[src/rtl/fetch_pc_gen_if.sv]
// ----------------------------------------------------------------------------
// axis_if: minimal AXI Stream channel used between the fetch PC generator
// and the front-end skid buffer.
//   tvalid  - manager -> subordinate, transfer valid
//   tdata   - manager -> subordinate, payload (instruction address)
//   tready  - subordinate -> manager, transfer accepted
// Modports: m (manager side), s (subordinate side).
// ----------------------------------------------------------------------------
interface axis_if #(
    parameter int TDATA_WIDTH = 32
) ();
    logic                   tvalid;
    logic                   tready;
    logic [TDATA_WIDTH-1:0] tdata;

    modport m (output tvalid, output tdata, input tready);
    modport s (input tvalid, input tdata, output tready);
endinterface

[src/rtl/fetch_pc_gen.sv]
// ----------------------------------------------------------------------------
// fetch_pc_gen: fetch-request generator at the head of the front end.
// Emits sequential instruction addresses on an AXI Stream manager port,
// applies back-end redirects (with a combinational flush pulse to the
// downstream skid buffer) and limits in-flight requests with a credit count.
//
// Ports:
//   clk            - clock
//   rst            - synchronous active-high reset
//   axis_mif       - request stream out (tvalid/tdata=PC out, tready in)
//   redirect_valid - single-cycle redirect request from the back end
//   redirect_pc    - redirect target (bits [1:0] forced to 0)
//   halt           - level; blocks new requests while high
//   credit_return  - one pulse per request fully consumed downstream
//   flush          - combinational copy of redirect_valid
//   outstanding    - current in-flight request count
//   misalign_err   - sticky error flag (only with FETCH_PC_GEN_MISALIGN_CHECK_EN)
//
// Optional feature macro: FETCH_PC_GEN_MISALIGN_CHECK_EN
//   Adds misalign_err, set on a misaligned redirect target or on a
//   credit_return while outstanding is 0; cleared only by rst.
//
// State  | meaning
// IDLE   | first cycle after reset, no request
// RUN    | issuing requests
// HALT   | halt high, no request until it drops
// ----------------------------------------------------------------------------
module fetch_pc_gen #(
    parameter int              XLEN            = 32,
    parameter logic [XLEN-1:0] RESET_PC        = 'h8000_0000,
    parameter int              MAX_OUTSTANDING = 4
) (
    input  logic                                   clk,
    input  logic                                   rst,
    axis_if.m                                      axis_mif,
    input  logic                                   redirect_valid,
    input  logic [XLEN-1:0]                        redirect_pc,
    input  logic                                   halt,
    input  logic                                   credit_return,
    output logic                                   flush,
    output logic [$clog2(MAX_OUTSTANDING+1)-1:0]   outstanding
`ifdef FETCH_PC_GEN_MISALIGN_CHECK_EN
    ,
    output logic                                   misalign_err
`endif
);

    localparam int            OW      = $clog2(MAX_OUTSTANDING + 1);
    localparam logic [OW-1:0] MAX_CNT = OW'(MAX_OUTSTANDING);

    if (XLEN != $bits(axis_mif.tdata)) begin : g_bad_width
        $fatal(1, "fetch_pc_gen: XLEN must equal axis_mif TDATA_WIDTH");
    end
    if (MAX_OUTSTANDING < 1 || MAX_OUTSTANDING > 15) begin : g_bad_max
        $fatal(1, "fetch_pc_gen: MAX_OUTSTANDING must be 1..15");
    end

    typedef enum logic [1:0] {
        S_IDLE = 2'd0,
        S_RUN  = 2'd1,
        S_HALT = 2'd2
    } state_t;

    state_t          r_state;
    state_t          w_state_next;
    logic            r_tvalid;
    logic            w_tvalid_next;
    logic [XLEN-1:0] r_pc;
    logic [XLEN-1:0] w_pc_next;
    logic [OW-1:0]   r_outstanding;
    logic [OW-1:0]   w_out_next;
    logic            w_hs;
    logic            w_credit_ok;
    logic [XLEN-1:0] w_redirect_pc;

    assign w_hs          = r_tvalid && axis_mif.tready;
    // A credit with nothing in flight is dropped so the counter never wraps.
    assign w_credit_ok   = credit_return && (r_outstanding != '0);
    assign w_redirect_pc = {redirect_pc[XLEN-1:2], 2'b00};

    always_comb begin
        w_out_next = r_outstanding;
        if (redirect_valid) begin
            w_out_next = '0;
        end else if (w_hs && !w_credit_ok) begin
            w_out_next = r_outstanding + OW'(1);
        end else if (!w_hs && w_credit_ok) begin
            w_out_next = r_outstanding - OW'(1);
        end
    end

    always_comb begin
        w_state_next = r_state;
        case (r_state)
            S_IDLE:  w_state_next = halt ? S_HALT : S_RUN;
            // Leave RUN only once nothing is pending on the bus; a redirect
            // discards the pending beat, so it also frees the way to HALT.
            S_RUN:   if (halt && (!r_tvalid || w_hs || redirect_valid))
                         w_state_next = S_HALT;
            S_HALT:  if (!halt) w_state_next = S_RUN;
            default: w_state_next = S_IDLE;
        endcase
    end

    always_comb begin
        w_pc_next = r_pc;
        if (redirect_valid) begin
            w_pc_next = w_redirect_pc;
        end else if (w_hs) begin
            w_pc_next = r_pc + XLEN'(4);
        end
    end

    // tvalid depends only on registered state and side-band inputs through
    // w_hs, never combinationally on the output port.
    always_comb begin
        if (redirect_valid) begin
            w_tvalid_next = !halt;
        end else if (r_tvalid && !w_hs) begin
            w_tvalid_next = 1'b1;
        end else begin
            w_tvalid_next = (w_state_next == S_RUN) && !halt &&
                            (w_out_next < MAX_CNT);
        end
    end

    always_ff @(posedge clk) begin
        if (rst) begin
            r_state       <= S_IDLE;
            r_tvalid      <= 1'b0;
            r_pc          <= RESET_PC;
            r_outstanding <= '0;
        end else begin
            r_state       <= w_state_next;
            r_tvalid      <= w_tvalid_next;
            r_pc          <= w_pc_next;
            r_outstanding <= w_out_next;
        end
    end

`ifdef FETCH_PC_GEN_MISALIGN_CHECK_EN
    logic r_misalign_err;
    logic w_err_set;

    assign w_err_set = (redirect_valid && (redirect_pc[1:0] != 2'b00)) ||
                       (credit_return && !redirect_valid && (r_outstanding == '0));

    always_ff @(posedge clk) begin
        if (rst) begin
            r_misalign_err <= 1'b0;
        end else if (w_err_set) begin
            r_misalign_err <= 1'b1;
        end
    end

    assign misalign_err = r_misalign_err;
`else
    logic w_unused_pc_lsb;
    assign w_unused_pc_lsb = ^redirect_pc[1:0];
`endif

    assign axis_mif.tvalid = r_tvalid;
    assign axis_mif.tdata  = r_pc;
    assign outstanding     = r_outstanding;
    assign flush           = redirect_valid;

endmodule

[src/flat_wrapper.sv]
// flat-port wrapper written by rule: the top's interface ports become plain ports
module fetch_pc_gen_flat 
#(
    parameter int              XLEN            = 32,
    parameter logic [XLEN-1:0] RESET_PC        = 'h8000_0000,
    parameter int              MAX_OUTSTANDING = 4
)
  (clk, rst, redirect_valid, redirect_pc, halt, credit_return, flush, outstanding, axis_mif_tvalid, axis_mif_tdata, axis_mif_tready);
  axis_if #(.TDATA_WIDTH(32)) axis_mif_i ();
  input  logic clk;
  input  logic rst;
  input  logic redirect_valid;
  input  logic [XLEN-1:0] redirect_pc;
  input  logic halt;
  input  logic credit_return;
  output logic flush;
  output logic [$clog2(MAX_OUTSTANDING+1)-1:0] outstanding;
  output wire logic [$bits(axis_mif_i.tvalid)-1:0] axis_mif_tvalid;
  output wire logic [$bits(axis_mif_i.tdata)-1:0] axis_mif_tdata;
  input wire logic [$bits(axis_mif_i.tready)-1:0] axis_mif_tready;
  assign axis_mif_tvalid = axis_mif_i.tvalid;
  assign axis_mif_tdata = axis_mif_i.tdata;
  assign axis_mif_i.tready = axis_mif_tready;
  fetch_pc_gen #(.XLEN(XLEN), .RESET_PC(RESET_PC), .MAX_OUTSTANDING(MAX_OUTSTANDING)) u_core (.clk(clk), .rst(rst), .axis_mif(axis_mif_i), .redirect_valid(redirect_valid), .redirect_pc(redirect_pc), .halt(halt), .credit_return(credit_return), .flush(flush), .outstanding(outstanding));
endmodule
[config.mk]
export PLATFORM = sky130hd
export DESIGN_NAME = fetch_pc_gen_flat
export DESIGN_NICKNAME = d
export VERILOG_FILES = /design/src/rtl/fetch_pc_gen_if.sv /design/src/rtl/fetch_pc_gen.sv /design/src/flat_wrapper.sv
export SDC_FILE = /design/constraint.sdc
export NUM_CORES = 1
export LEC_CHECK = 0
export CORE_MARGIN = 8
export CORE_UTILIZATION = 50
export CTS_CLUSTER_SIZE = 25
export DETAILED_ROUTE_END_ITERATION = 6
export GPL_ROUTABILITY_DRIVEN = 0
export HOLD_SLACK_MARGIN = 0.03
export PLACE_DENSITY = 0.95
export REMOVE_ABC_BUFFERS = 1
export SKIP_CTS_REPAIR_TIMING = 1
export SLEW_MARGIN = 20
export SYNTH_ARGS = -nofsm -noshare
export SYNTH_HDL_FRONTEND = slang
export SYNTH_SLANG_ARGS = --single-unit
[constraint.sdc]
create_clock -name clk -period 2.9 [get_ports clk]
set_input_delay 0.435 -clock clk [delete_from_list [all_inputs] [get_ports clk]]
set_output_delay 0.435 -clock clk [all_outputs]
set_load 0.005 [all_outputs]
== Yosys cells after proc, flatten, opt, wreduce, memory -nomap -nowiden ==
Cells that the tools add are included.

* Bits in registers: 38
* Input bits: 38
* Output and inout bits: 37
* Word-level logic and storage cells: 41

* Add/subtract/negate cells: 3
* $lt $le $gt $ge: 1
* Equal/unequal tests: 3
* Multiplexer cells: 11
* Reduce and logical (&&, ||, !) cells: 18

{| class="wikitable"
|+ Operator list
! kind !! number
|-
| $mux W32 || 2
|-
| $add A32 B3 Y32 const B || 1
|-
| $mux W3 || 3
|-
| $logic_and A1 B1 Y1 || 8
|-
| $mux W2 || 3
|-
| $pmux W2 S3 || 1
|-
| $eq A2 B1 Y1 const B || 2
|-
| $logic_not A1 Y1 || 4
|-
| $add A3 B1 Y3 const B || 1
|-
| $lt A3 B3 Y1 const B || 1
|-
| $reduce_bool A3 Y1 || 1
|-
| $sub A3 B1 Y3 const B || 1
|-
| $eq A2 B2 Y1 const B || 1
|-
| $logic_not A2 Y1 || 1
|-
| $logic_or A1 B1 Y1 || 2
|-
| $mux W1 || 2
|-
| $reduce_bool A2 Y1 || 1
|-
| $reduce_or A2 Y1 || 1
|}

== Depth between registers and ports, before layout ==
Gate-level depths: netlist of run 1.

* Depth in word-level cells: 11
* Depth in mapped cells: 10
* Mapped depth without buffers: 10

== Worst setup path after synthesis of run 1 ==
Ideal clock, no wire load.

* Path type: flip-flop to flip-flop
* Start: reg u_core.r_pc[2] (netlist: u_core.axis_mif.tdata[2])
* End: reg u_core.r_pc[26] (netlist: u_core.axis_mif.tdata[26])
* Setup time: 0.091 ns
* Data arrival time: 1.764 ns
* Required time: 2.809 ns
* Setup slack: 1.045 ns
* Cell stages (with the launch flop): 6
* Buffers on the path: 0
* Clock period less this slack: 1.855 ns
* Cell sequence: dfxtp_1 > ha_1 > and4_1 > nand4_1 > or4_1 > a311oi_1

* Longest elaborated chain between the ends: 3

{| class="wikitable"
|+ Ends and longest elaborated chain
! item !! RTL line !! RTL
|-
| from (decl) || fetch_pc_gen.sv:68 || <nowiki>logic [XLEN-1:0] r_pc;</nowiki>
|-
| from (signal assigned) || fetch_pc_gen.sv:136 || <nowiki>r_pc <= w_pc_next;</nowiki>
|-
| $add A32 B3 Y32 || fetch_pc_gen.sv:110 || <nowiki>w_pc_next = r_pc + XLEN'(4);</nowiki>
|-
| $mux W32 || fetch_pc_gen.sv:109 || <nowiki>end else if (w_hs) begin</nowiki>
|-
| $mux W32 || fetch_pc_gen.sv:107 || <nowiki>if (redirect_valid) begin</nowiki>
|}

No other way between the ends. The select of a mux whose other input is x is not followed.
A chain may end at the register's enable or synchronous reset.

== Worst setup path in the final report of run 1 ==
* Start: in axis_mif_tready
* End: reg u_core.r_tvalid (netlist: u_core.axis_mif.tvalid)

* Longest elaborated chain between the ends: 11
* Elaborated cells between the ends (all ways): 19
* Classes of those cells: order compare (1); eq/ne (1); mux (7); reduce/logical (10)

{| class="wikitable"
|+ Ends and longest elaborated chain
! item !! RTL line !! RTL
|-
| from (decl) || flat_wrapper.sv:20 || <nowiki>input wire logic [$bits(axis_mif_i.tready)-1:0] axis_mif_tready;</nowiki>
|-
| $logic_and A1 B1 Y1 * || fetch_pc_gen.sv:76 || <nowiki>assign w_hs = r_tvalid && axis_mif.tready;</nowiki>
|-
| branches (longest 8 deep; another with $lt A3 B3 Y1) || n/a ||
|-
| $mux W1 * || fetch_pc_gen.sv:119 || <nowiki>end else if (r_tvalid && !w_hs) begin</nowiki>
|-
| $mux W1 * || fetch_pc_gen.sv:117 || <nowiki>if (redirect_valid) begin</nowiki>
|-
| to (signal assigned) || fetch_pc_gen.sv:135 || <nowiki>r_tvalid <= w_tvalid_next;</nowiki>
|-
| to (decl) || fetch_pc_gen.sv:66 || <nowiki>logic r_tvalid;</nowiki>
|}

Mark *: on every way between the ends.

==> out/metrics.yaml, run 1 <==
status: "complete, no violations"
antenna_found_initial: 0
tritoncts: "built"
setup_viol: 0
ys_seq_elements: 36
io_buffers: 70
path_cells: "clkdlybuf4s50_1 -> nand2_1 -> inv_1 -> ha_1 -> and3b_1 -> o21a_1 -> o31ai_1 -> a21oi_1"
grt_pass1_vias: 2355
netlist_instances: 273
synth_area_um2: 2280
grt-ovfl-total: 0
grt_pass1_wl_um: 11100
drc_errors: 0
yosysUniqueCellTypes: 49
die_w_um: 83.5
crit_family: "buffers and inverters"
cp_max_fo: 7
detailed_place_hpwl_um: 4940
p_total_w: 0.00118
synth.avg_cell_area_um2: 8.34
critical_path_class: "input pin to register"
cts_sinks: 36
ctsRootBufferMaster: "clkbuf_8"
fin_crit_ps: 2190
ios: 75
fin_worst_skew_ps: 2.83
yosys_warnings: 0
async_reset_ff_share_pct: 0
powerDensity_nw_per_um2: 380
finalHoldViolCount: 0
via_count: 2397
drtIter0Drc: 149
finalSetupTns_ps: 0
initial_core_util_pct: 51.9
row_count: 24
dr.pass1.iters: 4
fmax_mhz: 456
ys.flop_type: "dfxtp_1"
tightestPinTransition_ps: 723
worstPathArrival_ps: 2340
p_leak_nw: 1.15
end_kind: "register"
maxCapViolCount: 0
core-area_um2: 4380
slew-limit-headroom_pct: 51.6
grt_max_degree: 35
area_growth_pct: 36.0
clk_pin_slew_worst_paths_ps: 70
fin_nets: 383
layout_setup_ws_ps: 707
die_area_um2: 6970
cts_buffers: 5
wl_per_cell_um: 17.0
dpl.cell_count: 384
hold_class: "register to register"
diodes: 0
drive_above_1_share_pct: 8.24
ant_nets: 0
htree_levels: 2
fp.dieH_um: 83.5
vdd_drop_max_mv: 0.258
cp-start-kind: "input pin"
crit_slowest_cell: "clkdlybuf4s50_1"
place_ws_ps: 442
path_buf_inv: 2
drv_slew: 0
synth_edf_count: 0
critPathMaxStageDelay_ps: 580
seq_area_frac_synth_pct: 31.6
via_per_inst: 6.11
grt_usage_pct: 18.4
drt_wl_total_um: 6650
clk-insertion-delay-late_ps: 290
rsz0062_at_grt: "false"
stdcell_count: 392
clockBufferDepth: 2
finalCritPeriodShare_pct: 75.6
critPathRequiredTime_ps: 3040
[layout make-up]
class	instances	area [um2]
Multi-Input combinational cell	205	1420
Fill cell	351	1290
Timing Repair Buffer	77	753
Sequential cell	36	721
Clock buffer	8	90.1
Tap cell	52	65.1
Inverter	14	52.6
[path summary, 6_finish.rpt]
path                              from                         to  slack [ps]  depth (start not counted)
max                    axis_mif_tready     u_core.axis_mif.tvalid         710                          8
min          u_core.axis_mif.tdata[30]  u_core.axis_mif.tdata[30]         540                          2
min reg2reg  u_core.axis_mif.tdata[30]  u_core.axis_mif.tdata[30]         540                          2
max reg2reg   u_core.axis_mif.tdata[2]  u_core.axis_mif.tdata[26]         800                          5
[report_power, final]
part | switching (W) | internal (W) | leakage [nW]
clock | 0.000177 | 0.000194 | 0.0455
sequential | 0.0000537 | 0.000526 | 0.298
combinational | 0.0000900 | 0.000137 | 0.803
total | 0.000320 | 0.000857 | 1.15
[per-stage QoR]
stage	hold slack (ps)	util, %	cell area (um2)
finish	540	70.6	3100
global route	591	70.6	3100
CTS	541	70.6	3100
detailed placement	525	68.6	3010
global placement	513	68.6	3010
floorplan	497	-	2190
[registers in the layout, summed over array words and instances, names as in the netlist]
register                count
u_core.r_state              2
u_core.outstanding          3
u_core.axis_mif.tvalid      1
u_core.axis_mif.tdata      30
[synthesized netlist by cell type, types with 3 or more instances]
library cell  instances  area, um2
or4_1                 4       30.0
and4_1               14        123
dfxtp_1              36        721
nor3_1               10       50.1
nor4_1                3       18.8
nand3_1              13       65.1
nand4_1              16        100
inv_1                13       48.8
clkbuf_1              9       33.8
a311oi_1              5       43.8
buf_1                 3       11.3
a2111oi_2             5       75.1
xor2_1                7       61.3
nand2_1              20       75.1
xnor2_1               6       52.6
a21oi_1               7       35.0
ha_1                  6       75.1
nand3b_1              3       22.5
o31ai_1               4       30.0
and3_1                3       18.8
a211oi_1             17        128
buf_4                 5       37.5
nor2_1               31        116
[layout by cell type, fill, tap and decap left out, types with 5 or more instances in the layout]
cell type         n
ha_1              6
nor3_1           10
dfxtp_1          36
a311oi_1          5
and4_1           14
clkbuf_8          6
buf_4             7
inv_1            13
xor2_1            7
a211oi_1         17
xnor2_1           6
a2111oi_2         5
clkdlybuf4s50_1  70
a21oi_1           7
nand4_1          16
nand2_1          20
nor2_1           31
nand3_1          13
[tightest hold or removal path: cells and delay by family, from the launching register on]
| kind | cells | cell delay (ps) |
|---|---|---|
| AOI/OAI and AO/OA | 2 | 150 |
| DFF | 1 | 340 |
[per-layer routing]
layer	routed length [um]	global-route usage, %	up-vias	part of all wire [%]
met5	0	0	-	0
met4	90	6.44	0	1.4
met3	460	4.59	11	6.9
met2	3300	31.8	110	50
met1	2800	21.3	1106	42
li1	-	-	1170	-
[cell families (layout without fill, tap and decap cells)]
| group | Yosys count | in the layout | synth area share [%] |
|---|---|---|---|
| and+or+nand+nor | 130 | 130 | 34.1 |
| AOI/OAI and AO/OA | 53 | 53 | 19.0 |
| DFF | 36 | 36 | 31.6 |
| buffers and inverters | 33 | 99 | 6.37 |
| xor gates and xnor gates | 13 | 13 | 5.00 |
| adders and majority gates | 6 | 6 | 3.30 |
| other | 1 | 2 | 0.165 |
| muxes | 1 | 1 | 0.440 |
(Power assumes the default switching activity.)
==> inputs of run 2 (changes only) <==
--- a/config.mk
+++ b/config.mk
@@ -6,12 +6,12 @@
 export NUM_CORES = 1
 export LEC_CHECK = 0
 export CORE_MARGIN = 8
-export CORE_UTILIZATION = 50
+export CORE_UTILIZATION = 46
 export CTS_CLUSTER_SIZE = 25
 export DETAILED_ROUTE_END_ITERATION = 6
 export GPL_ROUTABILITY_DRIVEN = 0
 export HOLD_SLACK_MARGIN = 0.03
-export PLACE_DENSITY = 0.95
+export PLACE_DENSITY = 0.9
 export REMOVE_ABC_BUFFERS = 1
 export SKIP_CTS_REPAIR_TIMING = 1
 export SLEW_MARGIN = 20
==> constraint.sdc (replaced) <==
create_clock -name clk -period 2.1 [get_ports clk]
set_input_delay 0.315 -clock clk [delete_from_list [all_inputs] [get_ports clk]]
set_output_delay 0.315 -clock clk [all_outputs]
set_load 0.005 [all_outputs]
==> run 2 against run 1 <==
Net effect: hold slack better by 9.7 ps; clock skew is 4.2 ps higher; global-route usage is 0.52 points lower; power is 40% higher; critical path depth stayed put; count of clock-buffer cells in the layout stayed put; clock power is 37% higher; design area is 4.6% higher; sequential power is 37% higher; die area is 7.0% higher; register-to-register slack worse by 600 ps; final cell count is 7.7% higher; critical endpoint unchanged.
==> out/metrics.yaml, run 2 (synthesis gave the netlist of run 1 again) <==
tritoncts: "built"  # unchanged
ios: 75  # unchanged
ctsRootBufferMaster: "clkbuf_8"  # unchanged
io_buffers: 70  # unchanged
grt_usage_pct: 17.9  # was 18.4%
rsz0062_at_grt: "false"  # unchanged
clockBufferDepth: 2  # unchanged
final_cell_mix: "clkdlybuf4s50_1 (70), dfxtp_1 (36), nor2_1 (31)"  # unchanged
die_area_um2: 7460  # was 6970 um2
worstPathArrival_ps: 2080  # was 2340 ps
maxCapViolCount: 0  # unchanged
grt-ovfl-total: 0  # unchanged
drtIter0Drc: 172  # was 149
finalCritPeriodShare_pct: 91.0
grt_pass1_vias: 2476  # was 2,355
setup_viol: 0  # unchanged
final_area_um2: 3240  # was 3100 um2
fin_worst_skew_ps: 7.00  # was 2.83 ps
htree_levels: 2  # unchanged
ant_nets: 0  # unchanged
die_w_um: 86.4  # was 83.5 um
dr.pass1.iters: 4  # unchanged
grt_max_degree: 35  # unchanged
drt_wl_total_um: 6620  # was 6650 um
fmax_mhz: 523
fp.dieH_um: 86.4  # was 83.5 um
area_growth_pct: 42.3  # was 36.0%
end_kind: "register"  # unchanged
finalSetupTns_ps: 0  # unchanged
post-route-util_pct: 68.2  # was 70.6%
fin_nets: 398  # was 383
cts_buffers: 5  # unchanged
diodes: 0  # unchanged
dpl_cell_area_um2: 3150  # was 3010 um2
fin_crit_ps: 1910
clk-insertion-delay-late_ps: 290  # about the same
powerDensity_nw_per_um2: 507  # was 380 nW/um2
status: "complete, no violations"  # unchanged
core-area_um2: 4750  # was 4380 um2
p_leak_nw: 1.23  # was 1.15 nW
detailed_place_hpwl_um: 5040  # was 4940 um
cts_sinks: 36  # unchanged
critPathRequiredTime_ps: 2270  # was 3040 ps
layout_commonest_cell: "clkdlybuf4s50_1"  # unchanged
row_count: 25  # was 24
drv_slew: 0  # unchanged
antenna_found_initial: 0  # unchanged
hold_class: "register to register"  # unchanged
via_count: 2459  # was 2,397
critical_path_class: "input pin to register"  # unchanged
slew-limit-headroom_pct: 63.2  # was 51.6%
clk_pin_slew_worst_paths_ps: 70  # about the same
tightestPinTransition_ps: 547  # was 723 ps
finalHoldViolCount: 0  # unchanged
grt_pass1_wl_um: 11100  # unchanged
largest_register_ffs: 30  # unchanged
cp_max_fo: 6  # was 7
wl_per_cell_um: 15.7  # was 17.0 um
p_total_w: 0.00164  # was 0.00118 W
vdd_drop_max_mv: 0.342  # was 0.258 mV
drc_errors: 0  # unchanged
drive_above_1_share_pct: 12.1  # was 8.24%
initial_core_util_pct: 47.9  # was 51.9%
cp-start-kind: "input pin"  # unchanged
via_per_inst: 5.83  # was 6.11
[run 2: power by group]
part / switching, W / total [W] / leakage [nW] / internal (W)
sequential: 0.0000686 / 0.000795 / 0.298 / 0.000726
clock: 0.000240 / 0.000508 / 0.0455 / 0.000268
combinational: 0.000134 / 0.000340 / 0.883 / 0.000206
[run 2: cell type report]
| type | count | area [um2] |
|---|---|---|
| clock buffer | 8 | 90.1 |
| fill | 385 | 1510 |
| inverter | 14 | 52.6 |
| multi-input combinational | 205 | 1420 |
| sequential | 36 | 721 |
| tap | 67 | 83.8 |
| timing repair buffer | 92 | 878 |
[run 2: worst paths after layout]
| kind | startpoint | to | slack [ps] | depth (start not counted) |
|---|---|---|---|---|
| worst max-delay path | axis_mif_tready | u_core.axis_mif.tvalid | 190 | 8 |
| worst max register to register | u_core.outstanding[1] | u_core.axis_mif.tvalid | 200 | 10 |
| worst min-delay path | u_core.axis_mif.tdata[16] | u_core.axis_mif.tdata[17] | 550 | 2 |
| worst min register to register | u_core.axis_mif.tdata[16] | u_core.axis_mif.tdata[17] | 550 | 2 |
[run 2: per-stage QoR]
step	setup slack [ps]	instances	hold WS, ps
after floorplan	245	255	384
after global placement	-10.0	414	514
after detailed placement	-70.9	414	536
after CTS	208	422	548
after global routing	83.6	422	580
final	188	422	550
[run 2: per-layer routing]
layer	global-route usage [%]	vias up	part of all wire (%)
li1	-	1190	-
met1	20.7	1182	43
met2	30.3	78	48
met3	6.14	9	8.0
met4	4.85	0	1.0
met5	0	-	0
[run 2: critical path: stages]
cell and delay [ps]:
clkdlybuf4s50_1 580, nand2_1 190, inv_1 120, ha_1 190, and3b_1 200, o21a_1 180
o31ai_1 200, a21oi_1 100
==> inputs of run 3 (changes only) <==
--- a/config.mk
+++ b/config.mk
@@ -9,7 +9,6 @@
 export CORE_UTILIZATION = 46
 export CTS_CLUSTER_SIZE = 25
 export DETAILED_ROUTE_END_ITERATION = 6
-export GPL_ROUTABILITY_DRIVEN = 0
 export HOLD_SLACK_MARGIN = 0.03
 export PLACE_DENSITY = 0.9
 export REMOVE_ABC_BUFFERS = 1
==> results of run 3 <==
The final DEF is identical to that of run 2; final timing and power are the same.
